[src/rtl/img_ctrl_pkg.sv]
// Shared types and constants for the frame sequencer.
//   seq_state_e : frame sequencer FSM states
//   pixel_t     : one 8-bit image pixel
//   OUT_PIXELS  : output pixels per frame for the default output dimension
package img_ctrl_pkg;

  typedef enum logic [1:0] {S_HDR, S_LO, S_HI, S_DRAIN} seq_state_e;

  typedef logic [7:0] pixel_t;

  localparam int unsigned DEFAULT_OUT_DIM = 128;
  localparam int unsigned OUT_PIXELS      = DEFAULT_OUT_DIM * DEFAULT_OUT_DIM;

  // Saturate a signed filter result into the 0..255 pixel range.
  function automatic pixel_t clamp_pixel(input logic signed [31:0] v);
    if (v < 32'sd0) begin
      return 8'h00;
    end else if (v > 32'sd255) begin
      return 8'hFF;
    end else begin
      return v[7:0];
    end
  endfunction

endpackage

[src/rtl/tx_word_fifo.sv]
// Two-entry 64-bit FIFO holding packed TX words.
//   clock, reset : system clock, synchronous active-high reset
//   push         : write push_data (taken when not full, or when popping)
//   push_data    : word to store
//   pop_ready    : consumer ready; head pops when pop_valid & pop_ready
//   pop_valid    : head entry valid
//   pop_data     : head entry
//   full, empty  : occupancy flags
module tx_word_fifo (
  input  logic        clock,
  input  logic        reset,
  input  logic        push,
  input  logic [63:0] push_data,
  input  logic        pop_ready,
  output logic        pop_valid,
  output logic [63:0] pop_data,
  output logic        full,
  output logic        empty
);

  logic [63:0] mem_q [0:1];
  logic        wr_ptr_q;
  logic        rd_ptr_q;
  logic [1:0]  count_q;
  logic        do_pop;
  logic        do_push;

  assign empty     = (count_q == 2'd0);
  assign full      = (count_q == 2'd2);
  assign pop_valid = !empty;
  assign pop_data  = mem_q[rd_ptr_q];
  assign do_pop    = pop_valid && pop_ready;
  // A push into a full FIFO is fine when the head leaves in the same cycle.
  assign do_push   = push && (!full || do_pop);

  always_ff @(posedge clock) begin
    if (reset) begin
      mem_q[0] <= '0;
      mem_q[1] <= '0;
      wr_ptr_q <= 1'b0;
      rd_ptr_q <= 1'b0;
      count_q  <= 2'd0;
    end else begin
      if (do_push) begin
        mem_q[wr_ptr_q] <= push_data;
        wr_ptr_q        <= !wr_ptr_q;
      end
      if (do_pop) begin
        rd_ptr_q <= !rd_ptr_q;
      end
      unique case ({do_push, do_pop})
        2'b10:   count_q <= count_q + 2'd1;
        2'b01:   count_q <= count_q - 2'd1;
        default: count_q <= count_q;
      endcase
    end
  end

endmodule

[src/rtl/frame_sequencer.sv]
// Frame-level controller between the 64-bit RX/TX channels and the bicubic filter.
//   clock, reset        : system clock, synchronous active-high reset
//   rx_data/valid/ready : header word, then source pixels (8 per word)
//   rows, cols          : latched frame dimensions; info_valid marks an active frame
//   current_pixel_RAM   : highest source pixel index written, -1 when none
//   ram_wr_*            : write port shared by the 4 byte banks (pixel 4a+b in bank b)
//   filt_reset          : filter counter reset, pulsed at frame end
//   pixel_in/valid      : filter output pixels, no backpressure
//   tx_data/valid/ready : packed output words from a 2-entry FIFO
//   frame_done          : one-cycle end-of-frame pulse
//   hdr_error/ovf_error : sticky rejected-header / dropped-pixel flags
module frame_sequencer
  import img_ctrl_pkg::*;
#(
  parameter int unsigned MAX_PIXELS = 65536,
  parameter int unsigned ADDR_W     = 14,
  parameter int unsigned OUT_DIM    = DEFAULT_OUT_DIM
) (
  input  logic               clock,
  input  logic               reset,
  input  logic [63:0]        rx_data,
  input  logic               rx_valid,
  output logic               rx_ready,
  output logic signed [31:0] rows,
  output logic signed [31:0] cols,
  output logic               info_valid,
  output logic signed [31:0] current_pixel_RAM,
  output logic               ram_wr_en,
  output logic [ADDR_W-1:0]  ram_wr_addr,
  output pixel_t             ram_wr_data [0:3],
  output logic               filt_reset,
  input  logic signed [31:0] pixel_in,
  input  logic               pixel_valid,
  output logic [63:0]        tx_data,
  output logic               tx_valid,
  input  logic               tx_ready,
  output logic               frame_done,
  output logic               hdr_error,
  output logic               ovf_error
);

  localparam int unsigned OutPixels = OUT_DIM * OUT_DIM;

  seq_state_e state_q, state_d;
  logic [31:0]        rows_q, cols_q, total_q, words_q, out_cnt_q;
  logic               info_valid_q;
  logic [ADDR_W-1:0]  addr_q, wr_addr_q;
  logic [31:0]        hi_q;
  logic               wr_en_q;
  pixel_t             wr_data_q [0:3];
  logic signed [31:0] cpr_q;
  logic [63:0]        pack_q, pack_d, push_data, word;
  logic [3:0]         cnt_q, cnt_d;
  logic               frame_done_q, filt_reset_q, hdr_err_q, ovf_q;

  logic        hdr_ok, rx_accept, push, drop, pix_acc, pop, can_push, frame_end;
  logic        fifo_full, fifo_empty;
  logic [33:0] prod;
  logic [31:0] words_total, fill, fill_clamped;

  // Header check; limiting each dimension first keeps the multiplier at 17x17.
  always_comb begin
    prod   = {17'b0, rx_data[16:0]} * {17'b0, rx_data[48:32]};
    hdr_ok = (rx_data[31:0] != 32'd0) && (rx_data[63:32] != 32'd0) &&
             (rx_data[31:0] <= MAX_PIXELS) && (rx_data[63:32] <= MAX_PIXELS) &&
             (prod <= 34'(MAX_PIXELS));
  end

  assign words_total  = (total_q + 32'd7) >> 3;
  assign fill         = ((32'(wr_addr_q) + 32'd1) << 2) - 32'd1;
  assign fill_clamped = (fill > total_q - 32'd1) ? total_q - 32'd1 : fill;
  assign frame_end    = info_valid_q && (out_cnt_q == OutPixels) && fifo_empty &&
                        (cnt_q == 4'd0);

  always_comb begin
    state_d  = state_q;
    rx_ready = 1'b0;
    unique case (state_q)
      S_HDR: begin
        rx_ready = 1'b1;
        if (rx_valid && hdr_ok) state_d = S_LO;
      end
      S_LO: begin
        rx_ready = 1'b1;
        if (rx_valid) state_d = S_HI;
      end
      S_HI:    state_d = (words_q + 32'd1 >= words_total) ? S_DRAIN : S_LO;
      S_DRAIN: state_d = S_DRAIN;
      default: state_d = S_HDR;
    endcase
    if (frame_end) state_d = S_HDR;
    if (reset) rx_ready = 1'b0;
  end

  assign rx_accept = rx_valid && rx_ready;

  // Output packing. cnt_q == 8 means a finished word is parked waiting for FIFO space.
  assign pix_acc  = pixel_valid && info_valid_q && (out_cnt_q < OutPixels);
  assign pop      = tx_valid && tx_ready;
  assign can_push = !fifo_full || pop;

  always_comb begin
    push      = 1'b0;
    drop      = 1'b0;
    pack_d    = pack_q;
    cnt_d     = cnt_q;
    word      = pack_q;
    push_data = pack_q;
    if (cnt_q == 4'd8) begin
      if (can_push) begin
        push  = 1'b1;
        cnt_d = 4'd0;
        if (pix_acc) begin
          pack_d[7:0] = clamp_pixel(pixel_in);
          cnt_d       = 4'd1;
        end
      end else if (pix_acc) begin
        drop = 1'b1;
      end
    end else if (pix_acc) begin
      word[{cnt_q[2:0], 3'b000} +: 8] = clamp_pixel(pixel_in);
      pack_d = word;
      if (cnt_q == 4'd7) begin
        if (can_push) begin
          push      = 1'b1;
          push_data = word;
          cnt_d     = 4'd0;
        end else begin
          cnt_d = 4'd8;
        end
      end else begin
        cnt_d = cnt_q + 4'd1;
      end
    end
  end

  always_ff @(posedge clock) begin
    if (reset) begin
      state_q      <= S_HDR;
      rows_q       <= '0;
      cols_q       <= '0;
      total_q      <= '0;
      words_q      <= '0;
      out_cnt_q    <= '0;
      info_valid_q <= 1'b0;
      addr_q       <= '0;
      wr_addr_q    <= '0;
      hi_q         <= '0;
      wr_en_q      <= 1'b0;
      for (int b = 0; b < 4; b++) wr_data_q[b] <= '0;
      cpr_q        <= -32'sd1;
      pack_q       <= '0;
      cnt_q        <= '0;
      frame_done_q <= 1'b0;
      filt_reset_q <= 1'b1;
      hdr_err_q    <= 1'b0;
      ovf_q        <= 1'b0;
    end else begin
      state_q      <= state_d;
      frame_done_q <= frame_end;
      filt_reset_q <= frame_end;
      wr_en_q      <= 1'b0;
      pack_q       <= pack_d;
      cnt_q        <= cnt_d;
      if (drop) ovf_q <= 1'b1;
      if (pix_acc) out_cnt_q <= out_cnt_q + 32'd1;
      if (wr_en_q) cpr_q <= $signed(fill_clamped);
      unique case (state_q)
        S_HDR: begin
          if (rx_accept && hdr_ok) begin
            rows_q       <= rx_data[31:0];
            cols_q       <= rx_data[63:32];
            total_q      <= prod[31:0];
            info_valid_q <= 1'b1;
            addr_q       <= '0;
            words_q      <= '0;
            out_cnt_q    <= '0;
          end else if (rx_accept) begin
            hdr_err_q <= 1'b1;
          end
        end
        S_LO: begin
          if (rx_accept) begin
            wr_en_q   <= 1'b1;
            wr_addr_q <= addr_q;
            for (int b = 0; b < 4; b++) wr_data_q[b] <= rx_data[8*b +: 8];
            hi_q      <= rx_data[63:32];
          end
        end
        S_HI: begin
          wr_en_q   <= 1'b1;
          wr_addr_q <= addr_q + ADDR_W'(1);
          for (int b = 0; b < 4; b++) wr_data_q[b] <= hi_q[8*b +: 8];
          addr_q    <= addr_q + ADDR_W'(2);
          words_q   <= words_q + 32'd1;
        end
        default: ;
      endcase
      if (frame_end) begin
        info_valid_q <= 1'b0;
        cpr_q        <= -32'sd1;
      end
    end
  end

  tx_word_fifo u_fifo (
    .clock     (clock),
    .reset     (reset),
    .push      (push),
    .push_data (push_data),
    .pop_ready (tx_ready),
    .pop_valid (tx_valid),
    .pop_data  (tx_data),
    .full      (fifo_full),
    .empty     (fifo_empty)
  );

  assign rows              = $signed(rows_q);
  assign cols              = $signed(cols_q);
  assign info_valid        = info_valid_q;
  assign current_pixel_RAM = cpr_q;
  assign ram_wr_en         = wr_en_q;
  assign ram_wr_addr       = wr_addr_q;
  assign ram_wr_data       = wr_data_q;
  assign filt_reset        = filt_reset_q;
  assign frame_done        = frame_done_q;
  assign hdr_error         = hdr_err_q;
  assign ovf_error         = ovf_q;

endmodule
[config.mk]
export PLATFORM = sky130hd
export DESIGN_NAME = frame_sequencer
export DESIGN_NICKNAME = d
export VERILOG_FILES = /design/src/rtl/img_ctrl_pkg.sv /design/src/rtl/tx_word_fifo.sv /design/src/rtl/frame_sequencer.sv
export SDC_FILE = /design/constraint.sdc
export NUM_CORES = 2
export LEC_CHECK = 0
export BUFFER_PORTS_ARGS = -buffer_cell sky130_fd_sc_hd__buf_4
export CAP_MARGIN = 10
export CORE_MARGIN = 2
export CORE_UTILIZATION = 25
export CTS_CLUSTER_SIZE = 16
export DETAILED_ROUTE_END_ITERATION = 8
export GPL_ROUTABILITY_DRIVEN = 0
export SLEW_MARGIN = 20
export SYNTH_ARGS = -nofsm -noshare
export SYNTH_HDL_FRONTEND = slang
export SYNTH_HIERARCHICAL = 1
export SYNTH_SLANG_ARGS = --single-unit
[constraint.sdc]
create_clock -name clock -period 10.9 [get_ports clock]
set_input_delay 2.18 -clock clock [delete_from_list [all_inputs] [get_ports clock]]
set_output_delay 2.18 -clock clock [all_outputs]
set_load 0.02 [all_outputs]
==> flow_summary.toml <==
[pwr]
peakVddDrop_mv = 0.302
power.density_nw_per_um2 = 238
leakage_uw = 0.0161

[final_layout]
nNetsFinal = 4433
regArea_um2 = 11100
multiInputGateArea_um2 = 20400
final_common_cell = "nand2_1"
drive_gt1_share_pct = 13.4
syn2layout_area_growth_pct = 17.2
fillerInstances = 14000
layout_common_cells = "475 x nand2_1, 363 x dfxtp_1, 339 x and2_1, 329 x buf_4, 324 x inv_1"

[run_status]
status = "finished, final reports clean"

[cts]
cts-buffers-inserted = 59
clk_pin_slew_ns = 0.06
cts_hold_buffers = 0
root_buffer = "clkbuf_16"
cts_setup_buffers = 0
htreeDepth = 2
cts_buffer_depth = 3
clk_latency_ns = 0.68
clock_sinks = 492
cts_tree = "done"
cts_resized = 0

[floorplan]
start_util_pct = 25.2
fp.dieH_um = 371
rows = 134
die_width_um = 371
core_um2 = 134000
pin_count = 315
die_area_um2 = 138000

[global_routing]
grt_usage_pct = 13.3
overflow = 0
antenna_found_initial = 1
grt_pass1_wl_um = 147000
grt_max_degree = 135
grt_pass1_vias = 26300

[sta]
finalCriticalPeriod_ns = 8.88
grt_setup_unrepaired = "no"
finalHoldViolations = 0
max_freq_mhz = 113
slew_viol_final = 0
tns_ns = 0
skew_ns = 0.0762
whs_ns = 0.447
tightest_slew_ns = 1.13
fin_crit_sh_pct = 81.5
setup_viol = 0
max_slew_margin_pct = 24.5

[detailed_routing]
drc_errors = 0
viasPerCell = 4.65
drtAntennaViolNets = 0
routed_wirelength_um = 94200
wl_per_cell_um = 16.4
dr_wl_met2_um = 43800
dr.max_layer_used = "met5"
drt_iter0_drc = 1603
vias = 26700
wl_met1_um = 41400
dr.pass1.iters = 5
dr_wl_met3_um = 6530

[logic_synthesis]
synth_nets = 4290
ys_seq_area_share_pct = 33.0
synth-warning-count = 6
synth-async-reset-ratio_pct = 0
synth_flop_cell = "dfxtp_1"
ys_seq_elements = 492
synth_area_um2 = 33700
synth-edff-count = 128
synth.avg_cell_area_um2 = 8.91
synthCells = 3783
synth_cell_types = 89

[run]
maxCapViolCount = 0

[worst_hold_path]
hold_class = "register to register"

[setup_path]
worstSetupStartpointType = "input pin"
critPathLaunch = "rx_data[8]"
r2r_cells = 16
crit_path_end_kind = "register"
required_ns = 11.43
criticalPathCategory = "input pin to register"
worstSetupEndpoint = "addr_q[6]"
reg2reg_slack_ns = 4.72
worstPathMaxFanout = 81
cp.arrival_ns = 9.42
r2r-start = "total_q[0]"
r2r-end = "current_pixel_RAM[28]"

[placed_design]
port-buffer-count = 314
hpwl_um = 67300
-- synthesized netlist by cell type, types with 31 or more instances --
cell type | number | area [um2]
o21ai_0 | 98 | 490
a211oi_1 | 60 | 450
a21oi_1 | 215 | 1080
clkbuf_1 | 217 | 815
and2_1 | 340 | 2130
xor2_1 | 45 | 394
edfxtp_1 | 128 | 3840
mux2i_1 | 87 | 871
nor2_1 | 308 | 1160
fa_1 | 224 | 4480
nand3b_1 | 31 | 233
nand2_1 | 475 | 1780
nor3_1 | 41 | 205
a21o_1 | 42 | 315
nand3_1 | 55 | 275
mux2_2 | 68 | 766
nand4_1 | 45 | 282
xnor2_1 | 92 | 806
dfxtp_1 | 364 | 7290
inv_1 | 324 | 1220
ha_1 | 182 | 2280
nor4_1 | 44 | 275
-- flip-flops by register name, indices dropped and copies added, names as in the netlist, 2 cells and up, named ones only --
name               cells
u_fifo/mem_q         128
pack_q                64
cols                  32
current_pixel_RAM     32
hi_q                  32
out_cnt_q             32
ram_wr_data           32
rows                  32
total_q               32
words_q               32
ram_wr_addr           14
addr_q                13
cnt_q                  4
state_q                2
u_fifo/count_q         2
-- cell type report --
cell class | instances | share of cell area (%)
sequential | 492 | 28.2
inverter | 326 | 3.10
tap | 1768 | 5.60
clock inverter | 22 | 0.786
clock buffer | 89 | 4.30
antenna | 1 | 0.00633
multi-input combinational | 2714 | 51.6
timing repair buffer | 333 | 6.44
-- per-layer routing --
metal | vias to the layer above | global-route usage (%)
met4 | 2 | 3.83
met3 | 135 | 2.83
met2 | 801 | 22.2
li1 | 12900 | -
met5 | - | 0
met1 | 12900 | 17.2
-- power breakdown --
group	total [uW]	switching, uW	internal, uW
clock	2000	817	1180
combinational	5470	3420	2050
sequential	1950	25.6	1930
-- cells by family (layout without fill, tap and decap cells) --
group,after synthesis,in the layout,share of synthesized area (%)
adder cells (fa/ha/maj),406,406,20.1
multiplexers,155,155,4.85
XOR/XNOR,137,137,3.56
AO/OA/AOI/OAI,541,541,10.0
other,0,1,0
flip-flops,492,492,33.0
AND/OR/NAND/NOR,1475,1475,21.8
buffers and inverters,577,770,6.72
-- critical path, stage by stage --
cell and delay (ns):
buf_4 0.21, and2_1 0.21, fa_1 0.53, inv_1 0.05
fa_1 0.48, inv_1 0.05, fa_1 0.46, fa_1 0.50
inv_1 0.06, fa_1 0.50, fa_1 0.59, inv_1 0.05
ha_1 0.40, and3_1 0.29, and4_1 0.20, o21ai_1 0.21
a2111oi_0 0.60, o21a_1 0.18, o221ai_1 0.18, nor4_2 0.27
buf_4 0.19, a22oi_2 0.08, buf_12 0.23, or4_1 0.52
a21oi_1 0.15
-- worst min path at each step --
stage / startpoint / end / slack (ns) / cells after the start
final: out_cnt_q[31] / out_cnt_q[31] / 0.45 / 1
after floorplan: out_cnt_q[31] / out_cnt_q[31] / 0.42 / 1
after CTS: out_cnt_q[31] / out_cnt_q[31] / 0.45 / 1
after global routing: hi_q[3] / hi_q[3] / 0.47 / 2
after detailed placement: out_cnt_q[31] / out_cnt_q[31] / 0.44 / 1
after global placement: out_cnt_q[31] / out_cnt_q[31] / 0.43 / 1
-- metrics by stage --
stage	worst slack [ns]	instances	total power [uW]	cell area, um2	utilization [%]
final	2.02	5745	9420	39500	29.6
after global routing	1.57	5744	10200	39500	29.6
after CTS	2.08	5744	9420	39500	29.6
after detailed placement	1.40	5633	7360	37500	28.1
after global placement	1.43	5633	7330	37500	28.1
after floorplan	1.82	3783	5990	33700	-
No activity file was read; power rests on OpenSTA's default activity.
